===== src/rtl/busmaster_pkg.sv =====
// busmaster shared types and constants.
// Bus widths, state encoding and default timeout.
package busmaster_pkg;
  localparam int DW          = 32;
  localparam int BEW         = 4;
  localparam int TIMEOUT_DEF = 16;

  typedef enum logic [1:0] {
    IDLE,
    BUS,
    RESP
  } state_t;
endpackage


===== src/rtl/busmaster_timer.sv =====
// busmaster bus-phase timeout counter.
// Saturates at TIMEOUT-1; expired is high at that count.
module busmaster_timer
  import busmaster_pkg::*;
#(
  parameter int TIMEOUT = TIMEOUT_DEF
) (
  input  logic clk,
  input  logic rst_n,
  input  logic clr,
  input  logic inc,
  output logic expired
);
  localparam int CW = $clog2(TIMEOUT) + 1;
  localparam logic [CW-1:0] LAST = CW'(TIMEOUT - 1);

  logic [CW-1:0] r_cnt;

  assign expired = (r_cnt >= LAST);

  always_ff @(posedge clk or negedge rst_n) begin
    if (!rst_n) begin
      r_cnt <= '0;
    end else if (clr) begin
      r_cnt <= '0;
    end else if (inc && !expired) begin
      r_cnt <= r_cnt + 1'b1;
    end
  end
endmodule


===== src/rtl/busmaster.sv =====
// busmaster: single-outstanding core-to-bus master.
// Optional timeout response via `define BUSMASTER_TIMEOUT_EN.
module busmaster
  import busmaster_pkg::*;
#(
  parameter int TIMEOUT = TIMEOUT_DEF
) (
  input  logic           clk,
  input  logic           rst_n,
  input  logic           req,
  input  logic           req_we,
  input  logic [DW-1:0]  req_addr,
  input  logic [DW-1:0]  req_wdata,
  input  logic [BEW-1:0] req_be,
  output logic           req_ready,
  output logic           rsp_valid,
  output logic [DW-1:0]  rsp_rdata,
  output logic           rsp_err,
  output logic           en,
  output logic [DW-1:0]  addr,
  output logic [DW-1:0]  wdata,
  output logic           we,
  output logic [BEW-1:0] be,
  input  logic [DW-1:0]  rdata,
  input  logic           ack
);
  state_t r_state, w_state_nx;

  logic           r_we;
  logic [DW-1:0]  r_addr;
  logic [DW-1:0]  r_wdata;
  logic [BEW-1:0] r_be;
  logic [DW-1:0]  r_rdata;

  logic w_accept;
  logic w_bus;
  logic w_ack;
  logic w_expired;

  assign w_accept = (r_state == IDLE) && req;
  assign w_bus    = (r_state == BUS);
  assign w_ack    = w_bus && ack;

`ifdef BUSMASTER_TIMEOUT_EN
  logic r_err;

  busmaster_timer #(
    .TIMEOUT(TIMEOUT)
  ) u_timer (
    .clk    (clk),
    .rst_n  (rst_n),
    .clr    (w_accept),
    .inc    (w_bus && !ack),
    .expired(w_expired)
  );

  always_ff @(posedge clk or negedge rst_n) begin
    if (!rst_n) begin
      r_err <= 1'b0;
    end else if (w_ack) begin
      r_err <= 1'b0;
    end else if (w_bus && w_expired) begin
      r_err <= 1'b1;
    end
  end

  assign rsp_err = r_err;
`else
  logic w_unused_timeout;

  assign w_unused_timeout = (TIMEOUT > 0);
  assign w_expired        = 1'b0;
  assign rsp_err          = 1'b0;
`endif

  always_ff @(posedge clk or negedge rst_n) begin
    if (!rst_n) begin
      r_state <= IDLE;
    end else begin
      r_state <= w_state_nx;
    end
  end

  always_comb begin
    w_state_nx = r_state;
    unique case (r_state)
      IDLE:    if (req) w_state_nx = BUS;
      BUS:     if (ack || w_expired) w_state_nx = RESP;
      RESP:    w_state_nx = IDLE;
      default: w_state_nx = IDLE;
    endcase
  end

  always_ff @(posedge clk or negedge rst_n) begin
    if (!rst_n) begin
      r_we    <= 1'b0;
      r_addr  <= '0;
      r_wdata <= '0;
      r_be    <= '0;
    end else if (w_accept) begin
      r_we    <= req_we;
      r_addr  <= req_addr;
      r_wdata <= req_wdata;
      r_be    <= req_be;
    end
  end

  // Ack beats a simultaneous timeout; writes return zero data.
  always_ff @(posedge clk or negedge rst_n) begin
    if (!rst_n) begin
      r_rdata <= '0;
    end else if (w_ack) begin
      r_rdata <= r_we ? '0 : rdata;
    end else if (w_bus && w_expired) begin
      r_rdata <= '0;
    end
  end

  assign req_ready = (r_state == IDLE);
  assign rsp_valid = (r_state == RESP);
  assign en        = w_bus;
  assign we        = r_we;
  assign addr      = r_addr;
  assign wdata     = r_wdata;
  assign be        = r_be;
  assign rsp_rdata = r_rdata;
endmodule


===== config.mk =====
export PLATFORM = sky130hd
export DESIGN_NAME = busmaster
export DESIGN_NICKNAME = d
export VERILOG_FILES = /design/src/rtl/busmaster_pkg.sv /design/src/rtl/busmaster_timer.sv /design/src/rtl/busmaster.sv
export SDC_FILE = /design/constraint.sdc
export NUM_CORES = 1
export LEC_CHECK = 0
export BUFFER_PORTS_ARGS = -buffer_cell sky130_fd_sc_hd__buf_2
export CAP_MARGIN = 20
export CORE_UTILIZATION = 41
export DETAILED_ROUTE_END_ITERATION = 8
export MAX_ROUTING_LAYER = met4
export PLACE_DENSITY_LB_ADDON = 0.1
export SETUP_SLACK_MARGIN = 0.5
export SLEW_MARGIN = 20
export SYNTH_ARGS = -nofsm -noshare
export SYNTH_HDL_FRONTEND = slang
export SYNTH_HIERARCHICAL = 1
export SYNTH_SLANG_ARGS = --single-unit
export TNS_END_PERCENT = 30

===== constraint.sdc =====
create_clock -name clk -period 1.46 [get_ports clk]
set_input_delay 0.219 -clock clk [delete_from_list [all_inputs] [get_ports clk]]
set_output_delay 0.219 -clock clk [all_outputs]
set_load 0.02 [all_outputs]

==> report_table.html, run 1 <==
<table>
<tr><th>Metric</th><th>Value</th></tr>
<tr><th colspan="2">Synthesis</th></tr>
<tr><td>Syn nets</td><td>between 300 and 400</td></tr>
<tr><td>Avg Cell Area, Syn</td><td>about 16 µm²</td></tr>
<tr><td>Number of synthesis warnings</td><td>6</td></tr>
<tr><td>Area contributors post-synth</td><td>dfrtp_1 63%, mux2_2 19%, mux2_1 9.4%, nor2b_1 5.2%, buf_6 0.83%</td></tr>
<tr><td>Post-synthesis sequential area ratio</td><td>between 60% and 70%</td></tr>
<tr><td>Total standard cell area after synthesis</td><td>4070 µm²</td></tr>
<tr><td>Fraction of post-synthesis cell area in the top cell type by area</td><td>between 60% and 70%</td></tr>
<tr><td>Count of different cell masters after synthesis</td><td>14</td></tr>
<tr><td>Number of flip-flops and latches in the synthesized netlist</td><td>103</td></tr>
<tr><td>Synthesized instance count</td><td>260</td></tr>
<tr><td>Post-synthesis cell type with the largest combined area</td><td>dfrtp_1</td></tr>
<tr><th colspan="2">Global route</th></tr>
<tr><td>Global-route usage over all layers</td><td>between 10% and 20%</td></tr>
<tr><td>GRT Residual Overflow</td><td>0</td></tr>
<tr><td>Via count of the first global-routing pass</td><td>between 2000 and 3000</td></tr>
<tr><td>Global-route wire length before repair</td><td>13400 µm</td></tr>
<tr><td>Pin count of the biggest net entering global routing</td><td>38</td></tr>
<tr><td>Initial antenna violation count</td><td>0</td></tr>
<tr><th colspan="2">STA</th></tr>
<tr><td>Number of slew-limit violations in the final report</td><td>0</td></tr>
<tr><td>Final number of setup-violating endpoints</td><td>0</td></tr>
<tr><td>Final worst-path setup slack</td><td>11.2 ps</td></tr>
<tr><td>Number of hold violations in the final report</td><td>0</td></tr>
<tr><td>Achievable clock frequency</td><td>690 MHz</td></tr>
<tr><td>Total Neg Setup Slack</td><td>0 ps</td></tr>
<tr><td>Final Cycle Share</td><td>between 90% and 100%</td></tr>
<tr><td>Final min period</td><td>1450 ps</td></tr>
<tr><td>RSZ-0062 raised after global routing</td><td>true</td></tr>
<tr><td>Final Skew</td><td>10.7 ps</td></tr>
<tr><td>Post-Route Hold Slack</td><td>63.7 ps</td></tr>
<tr><th colspan="2">Die</th></tr>
<tr><td>Die area</td><td>10300 µm²</td></tr>
<tr><td>Die boundary height</td><td>102 µm</td></tr>
<tr><td>Chip width</td><td>102 µm</td></tr>
<tr><td>Initial Util</td><td>42.1%</td></tr>
<tr><td>Rows</td><td>36</td></tr>
<tr><td>I/O pin count</td><td>210</td></tr>
<tr><td>Placeable Area</td><td>9680 µm²</td></tr>
<tr><th colspan="2">Placement</th></tr>
<tr><td>Half-perimeter wire length after detailed placement</td><td>between 6000 and 7000 µm</td></tr>
<tr><td>Placement-stage cell area</td><td>around 5400 µm²</td></tr>
<tr><td>Final weighted congestion in routability-driven placement</td><td>0.721</td></tr>
<tr><td>Post-placement worst setup slack</td><td>-8.15 ps</td></tr>
<tr><td>Total of buffers placed on input and output ports</td><td>208</td></tr>
<tr><th colspan="2">Power</th></tr>
<tr><td>Leakage component of the power</td><td>3.27 nW</td></tr>
<tr><td>Power density over the cells</td><td>between 2000 and 2500 nW/µm²</td></tr>
<tr><td>VDD IR-drop max</td><td>1.16 mV</td></tr>
<tr><th colspan="2">Hold path</th></tr>
<tr><td>Min-Delay Path Class</td><td>input port to flip-flop</td></tr>
<tr><td>Hold-critical path endpoint</td><td>addr[17]</td></tr>
<tr><td>Worst hold path startpoint</td><td>req_addr[17]</td></tr>
<tr><td>Number of cells on the worst hold path</td><td>2</td></tr>
<tr><th colspan="2">Critical path</th></tr>
<tr><td>Depth of the worst register-to-register path</td><td>4</td></tr>
<tr><td>Req. time, crit path</td><td>1710 ps</td></tr>
<tr><td>Largest fanout on the critical path</td><td>10</td></tr>
<tr><td>Crit path DAT</td><td>1700 ps</td></tr>
<tr><td>Critical path launch point type</td><td>flip-flop</td></tr>
<tr><td>Ordered cell list for the critical path</td><td>nor3b_4, buf_6, clkbuf_16, mux2_1</td></tr>
<tr><td>CP bufs+invs</td><td>2</td></tr>
<tr><td>Setup slack of the worst register-to-register path</td><td>10 ps</td></tr>
<tr><td>Critical path start-end classification</td><td>flip-flop to flip-flop</td></tr>
<tr><td>Destination of the worst register-to-register timing path</td><td>addr[13]</td></tr>
<tr><td>Kind of end point of the critical path</td><td>flip-flop</td></tr>
<tr><td>Dominant delay contributor by cell family on the critical path</td><td>flip-flops</td></tr>
<tr><td>Cell at the slowest stage of the critical path</td><td>dfrtp_1</td></tr>
<tr><td>Start of the worst register-to-register path</td><td>r_state[0]</td></tr>
<tr><td>Slowest cell delay on critical path</td><td>430 ps</td></tr>
<tr><th colspan="2">Layout</th></tr>
<tr><td>Final-stage net count</td><td>597</td></tr>
<tr><td>Proportion of layout cells with a drive suffix above 1</td><td>70.5%</td></tr>
<tr><td>Diodes inserted</td><td>0</td></tr>
<tr><td>Signed area change from the synthesized netlist to the final layout</td><td>63.9%</td></tr>
<tr><td>Post-route cell area</td><td>6680 µm²</td></tr>
<tr><td>Post-layout util</td><td>68.9%</td></tr>
<tr><th colspan="2">CTS</th></tr>
<tr><td>Number of H-tree levels</td><td>3</td></tr>
<tr><td>TritonCTS buffer count</td><td>9</td></tr>
<tr><td>Clock net sink count</td><td>between 100 and 150</td></tr>
<tr><td>Source-to-sink clock delay at the later pin of the worst-skew pair</td><td>360 ps</td></tr>
<tr><td>Master cell of the clock root buffer</td><td>clkbuf_8</td></tr>
<tr><td>Maximum clock insertion buffer count</td><td>2</td></tr>
<tr><td>Register clock-pin slew on the reported worst setup and hold paths</td><td>100 ps</td></tr>
<tr><td>TritonCTS clock tree</td><td>built</td></tr>
<tr><th colspan="2">Drt</th></tr>
<tr><td>First DRT Iteration DRCs</td><td>52</td></tr>
<tr><td>Number of search-and-repair iterations in the first detailed-routing pass</td><td>6</td></tr>
<tr><td>Routed Wire Length</td><td>9970 µm</td></tr>
<tr><td>Total DRC errors in the routed layout</td><td>0</td></tr>
<tr><td>Via-per-instance ratio</td><td>4.68</td></tr>
<tr><td>Overall via count from detail_route</td><td>2938</td></tr>
<tr><td>Routed Antenna Nets</td><td>0</td></tr>
<tr><td>Average wire length per cell after detail routing</td><td>~16 µm</td></tr>
<tr><th colspan="2">Run status</th></tr>
<tr><td>Status</td><td>completed</td></tr>
<tr><th colspan="2">Job</th></tr>
<tr><td>Number of violations of the max-capacitance limit</td><td>0</td></tr>
</table>
cells in the final DEF, fill, tap and decap left out, types with 2 or more instances in the layout:
| master | instances |
|---|---|
| dfrtp_1 | 102 |
| clkbuf_16 | 4 |
| nor2b_1 | 34 |
| nand2b_1 | 2 |
| buf_6 | 103 |
| clkbuf_8 | 10 |
| mux2_4 | 59 |
| buf_2 | 103 |
| clkinv_2 | 2 |
| buf_12 | 9 |
| mux2_1 | 5 |
| mux2_2 | 37 |
| buf_4 | 14 |
state kept, by name, indices dropped and copies added (netlist names):
| register | flops |
|---|---|
| addr | 32 |
| be | 4 |
| r_state | 2 |
| rsp_rdata | 32 |
| wdata | 32 |
| we | 1 |
power by group:
part	internal (mW)	switching, mW	total [mW]
clock network	0.816	0.935	1.75
logic	4.36	3.09	7.45
registers	4.08	0.910	4.99
total	9.25	4.94	14.2
synth_stat cells (all sizes together):
master,count
and3b,1
nor2b,34
buf,12
nor2,1
a21oi,1
mux2,101
dfrtp,103
conb,1
clkbuf,3
nor3b,1
nand2b,2
worst max-delay path by stage:
stage / start / end / slack (ps) / cells past startpoint
finish: r_state[0] / addr[13] / 10 / 4
floorplan: r_state[1] / addr[12] / -10 / 4
CTS: we / we / 6 / 2
global placement: r_state[1] / wdata[6] / 3 / 3
detailed placement: r_state[1] / be[0] / -8 / 3
global route: r_state[1] / rsp_valid / -50 / 3
timing repair:
action	4_1_cts	5_1_grt
gates cloned	1	4
endpoints found under the hold margin	22	0
buffers inserted	2	7
endpoints found under the setup margin	206	207
hold buffers	1	0
resized for setup	13	269
cells by family (layout without fill, tap and decap cells):
| group | Yosys count | in the layout | synth area share, % |
|---|---|---|---|
| buffers and inverters | 15 | 250 | 2.46 |
| other | 1 | 1 | 0.0920 |
| AO/OA/AOI/OAI | 1 | 1 | 0.123 |
| multiplexers | 101 | 101 | 27.9 |
| AND/OR/NAND/NOR | 39 | 39 | 6.14 |
| flip-flops | 103 | 103 | 63.3 |
through the flow:
step / total power, mW / std cells
floorplan: 7.75 / 260
global placement: 9.57 / 599
detailed placement: 9.70 / 599
CTS: 11.6 / 617
global route: 14.9 / 628
finish: 14.2 / 628
per-layer routing:
| metal | vias up | GRT usage [%] | part of all wire (%) |
|---|---|---|---|
| li1 | 1346 | - | - |
| met2 | 115 | 27.4 | 49 |
| met5 | - | - | 0 |
| met1 | 1461 | 21.4 | 42 |
| met4 | 0 | 9.48 | 2.3 |
| met3 | 16 | 4.21 | 6.5 |
layout make-up:
class	instances	area (µm²)
fillers	699	3010
flip-flops and latches	103	2580
repair buffers	236	2110
multi-input cells	142	1630
well taps	133	166
clock buffers	10	138
clock inverters	4	47.5
(Power assumes the default switching activity.)
==> inputs of run 2 (changes only) <==
--- a/config.mk
+++ b/config.mk
@@ -5,12 +5,13 @@
 export SDC_FILE = /design/constraint.sdc
 export NUM_CORES = 1
 export LEC_CHECK = 0
-export BUFFER_PORTS_ARGS = -buffer_cell sky130_fd_sc_hd__buf_2
+export ABC_AREA = 1
 export CAP_MARGIN = 20
-export CORE_UTILIZATION = 41
+export CORE_UTILIZATION = 56
 export DETAILED_ROUTE_END_ITERATION = 8
+export DONT_BUFFER_PORTS = 1
 export MAX_ROUTING_LAYER = met4
-export PLACE_DENSITY_LB_ADDON = 0.1
+export PLACE_DENSITY = 0.83
 export SETUP_SLACK_MARGIN = 0.5
 export SLEW_MARGIN = 20
 export SYNTH_ARGS = -nofsm -noshare
==> run 2 against run 1 <==
  * Utilization increased by 17 points
  * Clock-buffer cell count unchanged
  * Non-clock buffer count decreased by 133
  * Critical endpoint is now en
  * Global-route usage increased by 13 points
  * The run now ends with negative hold slack left
  * Area after synthesis increased by 5.7%
  * Total power decreased by 5.8%
  * Die area decreased by 22%
  * Flip-flop and latch count unchanged
  * Final cell count increased by 11%
==> report_table.html, run 2 <==
<table>
<tr><th>Metric</th><th>Value</th></tr>
<tr><th colspan="2">Synthesis</th></tr>
<tr><td>EDFF count, synth</td><td>0</td></tr>
<tr><td>Number of flip-flops and latches in the synthesized netlist</td><td>103</td></tr>
<tr><td>Most repeated cell in the gate-level netlist after synthesis</td><td>nand2_1</td></tr>
<tr><td>Share of flip-flops with an asynchronous set or reset after synthesis</td><td>100%</td></tr>
<tr><td>Post-synthesis cell type with the largest combined area</td><td>dfrtp_1</td></tr>
<tr><td>Syn nets</td><td>623</td></tr>
<tr><td>Synthesized instance count</td><td>a little over 500</td></tr>
<tr><td>Total standard cell area after synthesis</td><td>4300 µm²</td></tr>
<tr><td>Post-synth top cells</td><td>204 x nand2_1, 103 x dfrtp_1, 102 x nand3_1</td></tr>
<tr><td>Avg Cell Area, Syn</td><td>8.31 µm²</td></tr>
<tr><td>Post-synthesis sequential area ratio</td><td>59.9%</td></tr>
<tr><td>Flip-flop cell with the highest count after synthesis</td><td>dfrtp_1</td></tr>
<tr><td>Fraction of post-synthesis cell area in the top cell type by area</td><td>between 50% and 60%</td></tr>
<tr><td>Number of synthesis warnings</td><td>6</td></tr>
<tr><td>Area contributors post-synth</td><td>dfrtp_1 60%, nand2_1 18%, nand3_1 12%, inv_1 3.1%, buf_2 2.9%</td></tr>
<tr><td>Count of different cell masters after synthesis</td><td>11</td></tr>
<tr><th colspan="2">Global route</th></tr>
<tr><td>Routing usage on met2</td><td>51.0%</td></tr>
<tr><td>Pin count of the biggest net entering global routing</td><td>104</td></tr>
<tr><td>Met3 usage in global routing</td><td>8.68%</td></tr>
<tr><td>Initial antenna violation count</td><td>0</td></tr>
<tr><td>Global-route wire length before repair</td><td>17900 µm</td></tr>
<tr><td>GRT Residual Overflow</td><td>0</td></tr>
<tr><td>Via count of the first global-routing pass</td><td>3661</td></tr>
<tr><td>Global-route usage over all layers</td><td>between 30% and 40%</td></tr>
<tr><td>Busiest metal layer after global routing</td><td>met2</td></tr>
<tr><td>GR met1 Demand/Resource</td><td>35.4%</td></tr>
<tr><th colspan="2">STA</th></tr>
<tr><td>Number of slew-limit violations in the final report</td><td>0</td></tr>
<tr><td>Post-Route Hold Slack</td><td>-473 ps</td></tr>
<tr><td>Number of hold violations in the final report</td><td>around 130</td></tr>
<tr><td>Final number of setup-violating endpoints</td><td>0</td></tr>
<tr><td>Final Cycle Share</td><td>96.8%</td></tr>
<tr><td>Total Neg Setup Slack</td><td>0 ps</td></tr>
<tr><td>Worst slew slack as a fraction of its limit</td><td>51.7%</td></tr>
<tr><td>Final Skew</td><td>25.0 ps</td></tr>
<tr><td>Slew @ Worst Pin</td><td>between 700 and 800 ps</td></tr>
<tr><td>RSZ-0062 raised after global routing</td><td>true</td></tr>
<tr><td>Final min period</td><td>1410 ps</td></tr>
<tr><td>Achievable clock frequency</td><td>707 MHz</td></tr>
<tr><th colspan="2">Layout</th></tr>
<tr><td>Proportion of layout cells with a drive suffix above 1</td><td>about a quarter</td></tr>
<tr><td>Final-stage net count</td><td>701</td></tr>
<tr><td>Commonest non-fill, non-tap cell in the layout</td><td>nand2_1</td></tr>
<tr><td>Number of fill cells in the layout</td><td>approximately 360</td></tr>
<tr><td>Storage element area</td><td>2580 µm²</td></tr>
<tr><td>Commonest non-fill, non-tap cells in the layout</td><td>166 x nand2_1, 100 x dfrtp_1, 69 x nand3_1, 58 x dlygate4sd3_1, 33 x inv_1</td></tr>
<tr><td>Diodes inserted</td><td>0</td></tr>
<tr><td>Post-route cell area</td><td>between 6000 and 7000 µm²</td></tr>
<tr><td>Area occupied by multi-input gates</td><td>~1800 µm²</td></tr>
<tr><td>Signed area change from the synthesized netlist to the final layout</td><td>46.8%</td></tr>
<tr><td>Post-layout util</td><td>a little under nine tenths</td></tr>
<tr><th colspan="2">Drt</th></tr>
<tr><td>Overall via count from detail_route</td><td>approximately 4300</td></tr>
<tr><td>Via-per-instance ratio</td><td>6.10</td></tr>
<tr><td>Total DRC errors in the routed layout</td><td>0</td></tr>
<tr><td>Routed Wire Length</td><td>15900 µm</td></tr>
<tr><td>Number of search-and-repair iterations in the first detailed-routing pass</td><td>5</td></tr>
<tr><td>Routed Antenna Nets</td><td>0</td></tr>
<tr><td>First DRT Iteration DRCs</td><td>346</td></tr>
<tr><td>Average wire length per cell after detail routing</td><td>22.7 µm</td></tr>
<tr><th colspan="2">Placement</th></tr>
<tr><td>Placement-stage cell area</td><td>4370 µm²</td></tr>
<tr><td>Total of buffers placed on input and output ports</td><td>0</td></tr>
<tr><td>Half-perimeter wire length after detailed placement</td><td>6410 µm</td></tr>
<tr><td>Final weighted congestion in routability-driven placement</td><td>approximately 0.77</td></tr>
<tr><th colspan="2">CTS</th></tr>
<tr><td>Register clock-pin slew on the reported worst setup and hold paths</td><td>approximately 110 ps</td></tr>
<tr><td>Source-to-sink clock delay at the later pin of the worst-skew pair</td><td>between 300 and 400 ps</td></tr>
<tr><td>Master cell of the clock root buffer</td><td>clkbuf_8</td></tr>
<tr><td>TritonCTS buffer count</td><td>9</td></tr>
<tr><td>Number of H-tree levels</td><td>3</td></tr>
<tr><td>Clock net sink count</td><td>103</td></tr>
<tr><td>TritonCTS clock tree</td><td>built</td></tr>
<tr><td>Maximum clock insertion buffer count</td><td>2</td></tr>
<tr><th colspan="2">Critical path</th></tr>
<tr><td>Req. time, crit path</td><td>roughly 1200 ps</td></tr>
<tr><td>Setup slack of the worst register-to-register path</td><td>50 ps</td></tr>
<tr><td>Critical path start-end classification</td><td>flip-flop to primary output</td></tr>
<tr><td>Destination of the worst register-to-register timing path</td><td>wdata[5]</td></tr>
<tr><td>Start of the worst register-to-register path</td><td>r_state[1]</td></tr>
<tr><td>Kind of end point of the critical path</td><td>primary output</td></tr>
<tr><td>Critical path launch point type</td><td>flip-flop</td></tr>
<tr><td>Depth of the worst register-to-register path</td><td>6</td></tr>
<tr><td>Largest fanout on the critical path</td><td>5</td></tr>
<tr><td>Crit path DAT</td><td>approximately 1200 ps</td></tr>
<tr><th colspan="2">Job</th></tr>
<tr><td>Number of violations of the max-capacitance limit</td><td>0</td></tr>
<tr><th colspan="2">Power</th></tr>
<tr><td>Leakage component of the power</td><td>~3.3 nW</td></tr>
<tr><td>VDD IR-drop max</td><td>1.44 mV</td></tr>
<tr><td>Power density over the cells</td><td>2110 nW/µm²</td></tr>
<tr><th colspan="2">Die</th></tr>
<tr><td>Placeable Area</td><td>7330 µm²</td></tr>
<tr><td>Rows</td><td>31</td></tr>
<tr><td>Chip width</td><td>89.7 µm</td></tr>
<tr><td>Die area</td><td>between 8000 and 9000 µm²</td></tr>
<tr><td>Initial Util</td><td>58.7%</td></tr>
<tr><td>I/O pin count</td><td>210</td></tr>
<tr><td>Die boundary height</td><td>89.7 µm</td></tr>
<tr><th colspan="2">Hold path</th></tr>
<tr><td>Min-Delay Path Class</td><td>input port to async pin</td></tr>
<tr><th colspan="2">Run status</th></tr>
<tr><td>Violated checks</td><td>negative hold slack</td></tr>
<tr><td>Status</td><td>complete, but fails checks</td></tr>
</table>
[run 2: where the power goes]
group,switching [mW],internal [mW]
sequential,2.76,4.07
combinational,2.32,2.27
clock,1.07,0.869
total,6.15,7.21
[run 2: critical path, stage by stage (launching register included)]
cell,delay [ps]
dfrtp_2,480
nor2_4,190
buf_12,160
[run 2: timing repair]
action | 4_1_cts | 5_1_grt
pin swaps | 3 | 30
cloned | 7 | 16
hold buffers | 56 | 2
setup endpoints to repair | 207 | 207
resized for setup | 18 | 125
hold endpoints to repair | 186 | 139
setup buffers | 12 | 2
[run 2: metrics by stage]
stage	instances	total power, mW	setup slack, ps
2_1_floorplan	518	8.16	413
3_3_place_gp	589	8.64	280
3_5_place_dp	589	8.82	231
4_1_cts	680	11.7	133
5_1_grt	700	13.9	19.9
6_report	700	13.4	46.0
[run 2: cell families (layout without fill, tap and decap cells)]
family | Yosys count | in the layout | synth area share [%]
and+or+nand+nor | 341 | 342 | 32.8
DFF | 103 | 103 | 59.9
buffers and inverters | 72 | 154 | 7.09
other | 1 | 1 | 0.0871
AOI/OAI and AO/OA | 1 | 1 | 0.116
[run 2: layout make-up]
cell class	instances	share of cell area (%)
flip-flops and latches	103	40.8
multi-input cells	344	29.3
repair buffers	103	22.5
clock buffers	10	2.18
inverters	35	2.08
well taps	99	1.96
clock inverters	6	1.17
[run 2: worst max-delay path by stage]
stage,startpoint,end,slack [ps],depth (start not counted)
after floorplan,r_state[0],en,410,3
after global placement,r_state[1],wdata[26],280,5
after detailed placement,r_state[0],wdata[11],230,5
after CTS,r_state[0],rsp_valid,130,2
after global routing,r_state[1],wdata[5],20,6
final,r_state[1],en,50,2
[run 2: per-layer routing]
| layer | part of all wire, % | up-vias |
|---|---|---|
| met1 | 33 | 2050 |
| met4 | 5.1 | 0 |
| li1 | - | 1762 |
| met3 | 11 | 97 |
| met2 | 50 | 364 |
| met5 | 0 | - |
==> inputs of run 3 (changes only) <==
--- a/config.mk
+++ b/config.mk
@@ -7,11 +7,13 @@
 export LEC_CHECK = 0
 export ABC_AREA = 1
 export CAP_MARGIN = 20
-export CORE_UTILIZATION = 56
+export CELL_PAD_IN_SITES_DETAIL_PLACEMENT = 0
+export CELL_PAD_IN_SITES_GLOBAL_PLACEMENT = 1
+export CORE_UTILIZATION = 40
 export DETAILED_ROUTE_END_ITERATION = 8
 export DONT_BUFFER_PORTS = 1
 export MAX_ROUTING_LAYER = met4
-export PLACE_DENSITY = 0.83
+export PLACE_DENSITY = 0.84
 export SETUP_SLACK_MARGIN = 0.5
 export SLEW_MARGIN = 20
 export SYNTH_ARGS = -nofsm -noshare
==> run 3 against run 2 <==
  * Hold slack got worse by 24 ps
  * Flip-flop and latch count is the same
  * The run still ends with negative hold slack left
  * Maximum frequency fell by 1.2%
  * Largest power group unchanged
  * Clock power down 4%
  * Critical path depth did not move
  * Clock-buffer cell count down 1
  * Final cell count is 7.4% higher
  * Via count decreased by 4.8%
  * Total power up 5.8%
  * Worst setup slack lost 17 ps
  * Non-clock buffer count is 15 higher
==> report_table.html, run 3 (synthesis results as in run 2) <==
<table>
<tr><th>Metric</th><th>Value</th></tr>
<tr><th colspan="2">Run status</th></tr>
<tr><td>Status</td><td>complete, but fails checks</td></tr>
<tr><td>Violated checks</td><td>negative hold slack</td></tr>
<tr><th colspan="2">Critical path</th></tr>
<tr><td>Critical path start-end classification</td><td>flip-flop to primary output</td></tr>
<tr><td>Kind of end point of the critical path</td><td>primary output</td></tr>
<tr><td>Start of the worst register-to-register path</td><td>r_state[1]</td></tr>
<tr><td>Critical path launch point type</td><td>flip-flop</td></tr>
<tr><td>Largest fanout on the critical path</td><td>13</td></tr>
<tr><td>Req. time, crit path</td><td>between 1000 and 1500 ps</td></tr>
<tr><td>Depth of the worst register-to-register path</td><td>7</td></tr>
<tr><td>CP startpoint</td><td>r_state[1]</td></tr>
<tr><td>Crit path DAT</td><td>between 1000 and 1500 ps</td></tr>
<tr><th colspan="2">Drt</th></tr>
<tr><td>Number of search-and-repair iterations in the first detailed-routing pass</td><td>6</td></tr>
<tr><td>First DRT Iteration DRCs</td><td>279</td></tr>
<tr><td>Routed Wire Length</td><td>15800 µm</td></tr>
<tr><td>Via-per-instance ratio</td><td>about 5.4</td></tr>
<tr><td>Routed Antenna Nets</td><td>0</td></tr>
<tr><td>Total DRC errors in the routed layout</td><td>0</td></tr>
<tr><td>Overall via count from detail_route</td><td>4068</td></tr>
<tr><td>Average wire length per cell after detail routing</td><td>21.0 µm</td></tr>
<tr><th colspan="2">Hold path</th></tr>
<tr><td>Min-Delay Path Class</td><td>input port to async pin</td></tr>
<tr><th colspan="2">STA</th></tr>
<tr><td>Achievable clock frequency</td><td>699 MHz</td></tr>
<tr><td>Number of slew-limit violations in the final report</td><td>0</td></tr>
<tr><td>Final number of setup-violating endpoints</td><td>0</td></tr>
<tr><td>Final Skew</td><td>between 30 and 40 ps</td></tr>
<tr><td>Post-Route Hold Slack</td><td>-497 ps</td></tr>
<tr><td>Number of hold violations in the final report</td><td>~160</td></tr>
<tr><td>RSZ-0062 raised after global routing</td><td>true</td></tr>
<tr><td>Final min period</td><td>1430 ps</td></tr>
<tr><td>Final Cycle Share</td><td>98.0%</td></tr>
<tr><th colspan="2">CTS</th></tr>
<tr><td>Register clock-pin slew on the reported worst setup and hold paths</td><td>140 ps</td></tr>
<tr><td>Maximum clock insertion buffer count</td><td>2</td></tr>
<tr><td>Source-to-sink clock delay at the later pin of the worst-skew pair</td><td>390 ps</td></tr>
<tr><td>TritonCTS clock tree</td><td>built</td></tr>
<tr><td>Master cell of the clock root buffer</td><td>clkbuf_8</td></tr>
<tr><td>Clock net sink count</td><td>103</td></tr>
<tr><td>TritonCTS buffer count</td><td>9</td></tr>
<tr><td>Number of H-tree levels</td><td>3</td></tr>
<tr><th colspan="2">Layout</th></tr>
<tr><td>Post-layout util</td><td>66.4%</td></tr>
<tr><td>Number of fill cells in the layout</td><td>~710</td></tr>
<tr><td>Area occupied by multi-input gates</td><td>~2000 µm²</td></tr>
<tr><td>Commonest non-fill, non-tap cell in the layout</td><td>nand2_1</td></tr>
<tr><td>Final-stage net count</td><td>715</td></tr>
<tr><td>Signed area change from the synthesized netlist to the final layout</td><td>59.9%</td></tr>
<tr><td>Storage element area</td><td>between 2000 and 3000 µm²</td></tr>
<tr><td>Commonest non-fill, non-tap cells in the layout</td><td>110 x nand2_1, 103 x dfrtp_2, 74 x nand3_1, 69 x dlygate4sd3_1, 55 x nand2_2</td></tr>
<tr><td>Proportion of layout cells with a drive suffix above 1</td><td>approximately 48%</td></tr>
<tr><td>Non-filler instance count after layout</td><td>752</td></tr>
<tr><th colspan="2">Die</th></tr>
<tr><td>Rows</td><td>37</td></tr>
<tr><td>Die area</td><td>about 11000 µm²</td></tr>
<tr><td>Die boundary height</td><td>106 µm</td></tr>
<tr><td>Placeable Area</td><td>10400 µm²</td></tr>
<tr><td>I/O pin count</td><td>210</td></tr>
<tr><td>Initial Util</td><td>41.5%</td></tr>
<tr><td>Chip width</td><td>~110 µm</td></tr>
<tr><th colspan="2">Power</th></tr>
<tr><td>VDD IR-drop max</td><td>1.05 mV</td></tr>
<tr><td>Power density over the cells</td><td>2050 nW/µm²</td></tr>
<tr><td>Leakage component of the power</td><td>3.32 nW</td></tr>
<tr><th colspan="2">Global route</th></tr>
<tr><td>Via count of the first global-routing pass</td><td>4093</td></tr>
<tr><td>Initial antenna violation count</td><td>1</td></tr>
<tr><td>Global-route usage over all layers</td><td>25.8%</td></tr>
<tr><td>Pin count of the biggest net entering global routing</td><td>104</td></tr>
<tr><td>Global-route wire length before repair</td><td>21400 µm</td></tr>
<tr><td>GRT Residual Overflow</td><td>0</td></tr>
<tr><th colspan="2">Placement</th></tr>
<tr><td>Dpl cells</td><td>roughly 630</td></tr>
<tr><td>Half-perimeter wire length after detailed placement</td><td>6800 µm</td></tr>
<tr><td>Final weighted congestion in routability-driven placement</td><td>0.769</td></tr>
<tr><td>Total of buffers placed on input and output ports</td><td>0</td></tr>
<tr><th colspan="2">Job</th></tr>
<tr><td>Number of violations of the max-capacitance limit</td><td>0</td></tr>
</table>
==> run 3: layout make-up <==
| class | count | area share [%] |
|---|---|---|
| Sequential cell | 103 | 39.3 |
| Multi-Input combinational cell | 343 | 29.4 |
| Timing Repair Buffer | 118 | 23.8 |
| Tap cell | 136 | 2.47 |
| Inverter | 35 | 1.91 |
| Clock buffer | 9 | 1.80 |
| Clock inverter | 7 | 1.24 |
| Antenna cell | 1 | 0.0364 |
==> run 3: worst paths after layout <==
| path | end | slack, ps |
|---|---|---|
| worst min-delay path | wdata[25] | -500 |
| worst max-delay path | req_ready | 30 |
| max in group asynchronous | be[3] | 1790 |
| worst max register to register | addr[20] | 40 |
| min in group clk | r_state[0] | -80 |
| worst min register to register | addr[12] | 580 |
==> run 3: worst max-delay path: stages, from the launching register on <==
cell and delay, ps:
dfrtp_2 480, nor2_4 160, buf_8 180
==> run 3: layer usage <==
metal / vias up / share of wire [%] / track usage [%]
met4: 0 / 3.8 / 11.2
met1: 1985 / 38 / 29.4
met2: 235 / 51 / 41.5
li1: 1797 / - / -
met3: 51 / 8.1 / 8.66
met5: - / 0 / -
==> run 3: power breakdown <==
group          leakage, nW  switching, mW  internal [mW]
registers             1.16           2.88           4.34
logic                 2.06           2.35           2.69
clock network        0.101           1.18          0.689
total                 3.32           6.42           7.72
==> run 3: per-stage QoR <==
step	TNS (ps)	worst slack, ps	area [µm²]	total power [mW]
finish	0	28.8	6880	14.1
global route	-45.7	-26.0	6880	14.8
CTS	0	67.6	6020	12.4
detailed placement	0	166	4420	8.86
global placement	0	222	4420	8.72
floorplan	0	413	4350	8.16
==> run 3: repair_timing <==
action	CTS	global route
endpoints found under the hold margin	203	192
pin swaps	2	56
cloned	16	2
gates resized for setup	42	263
endpoints found under the setup margin	207	207
hold buffers	67	2
setup buffers	16	5
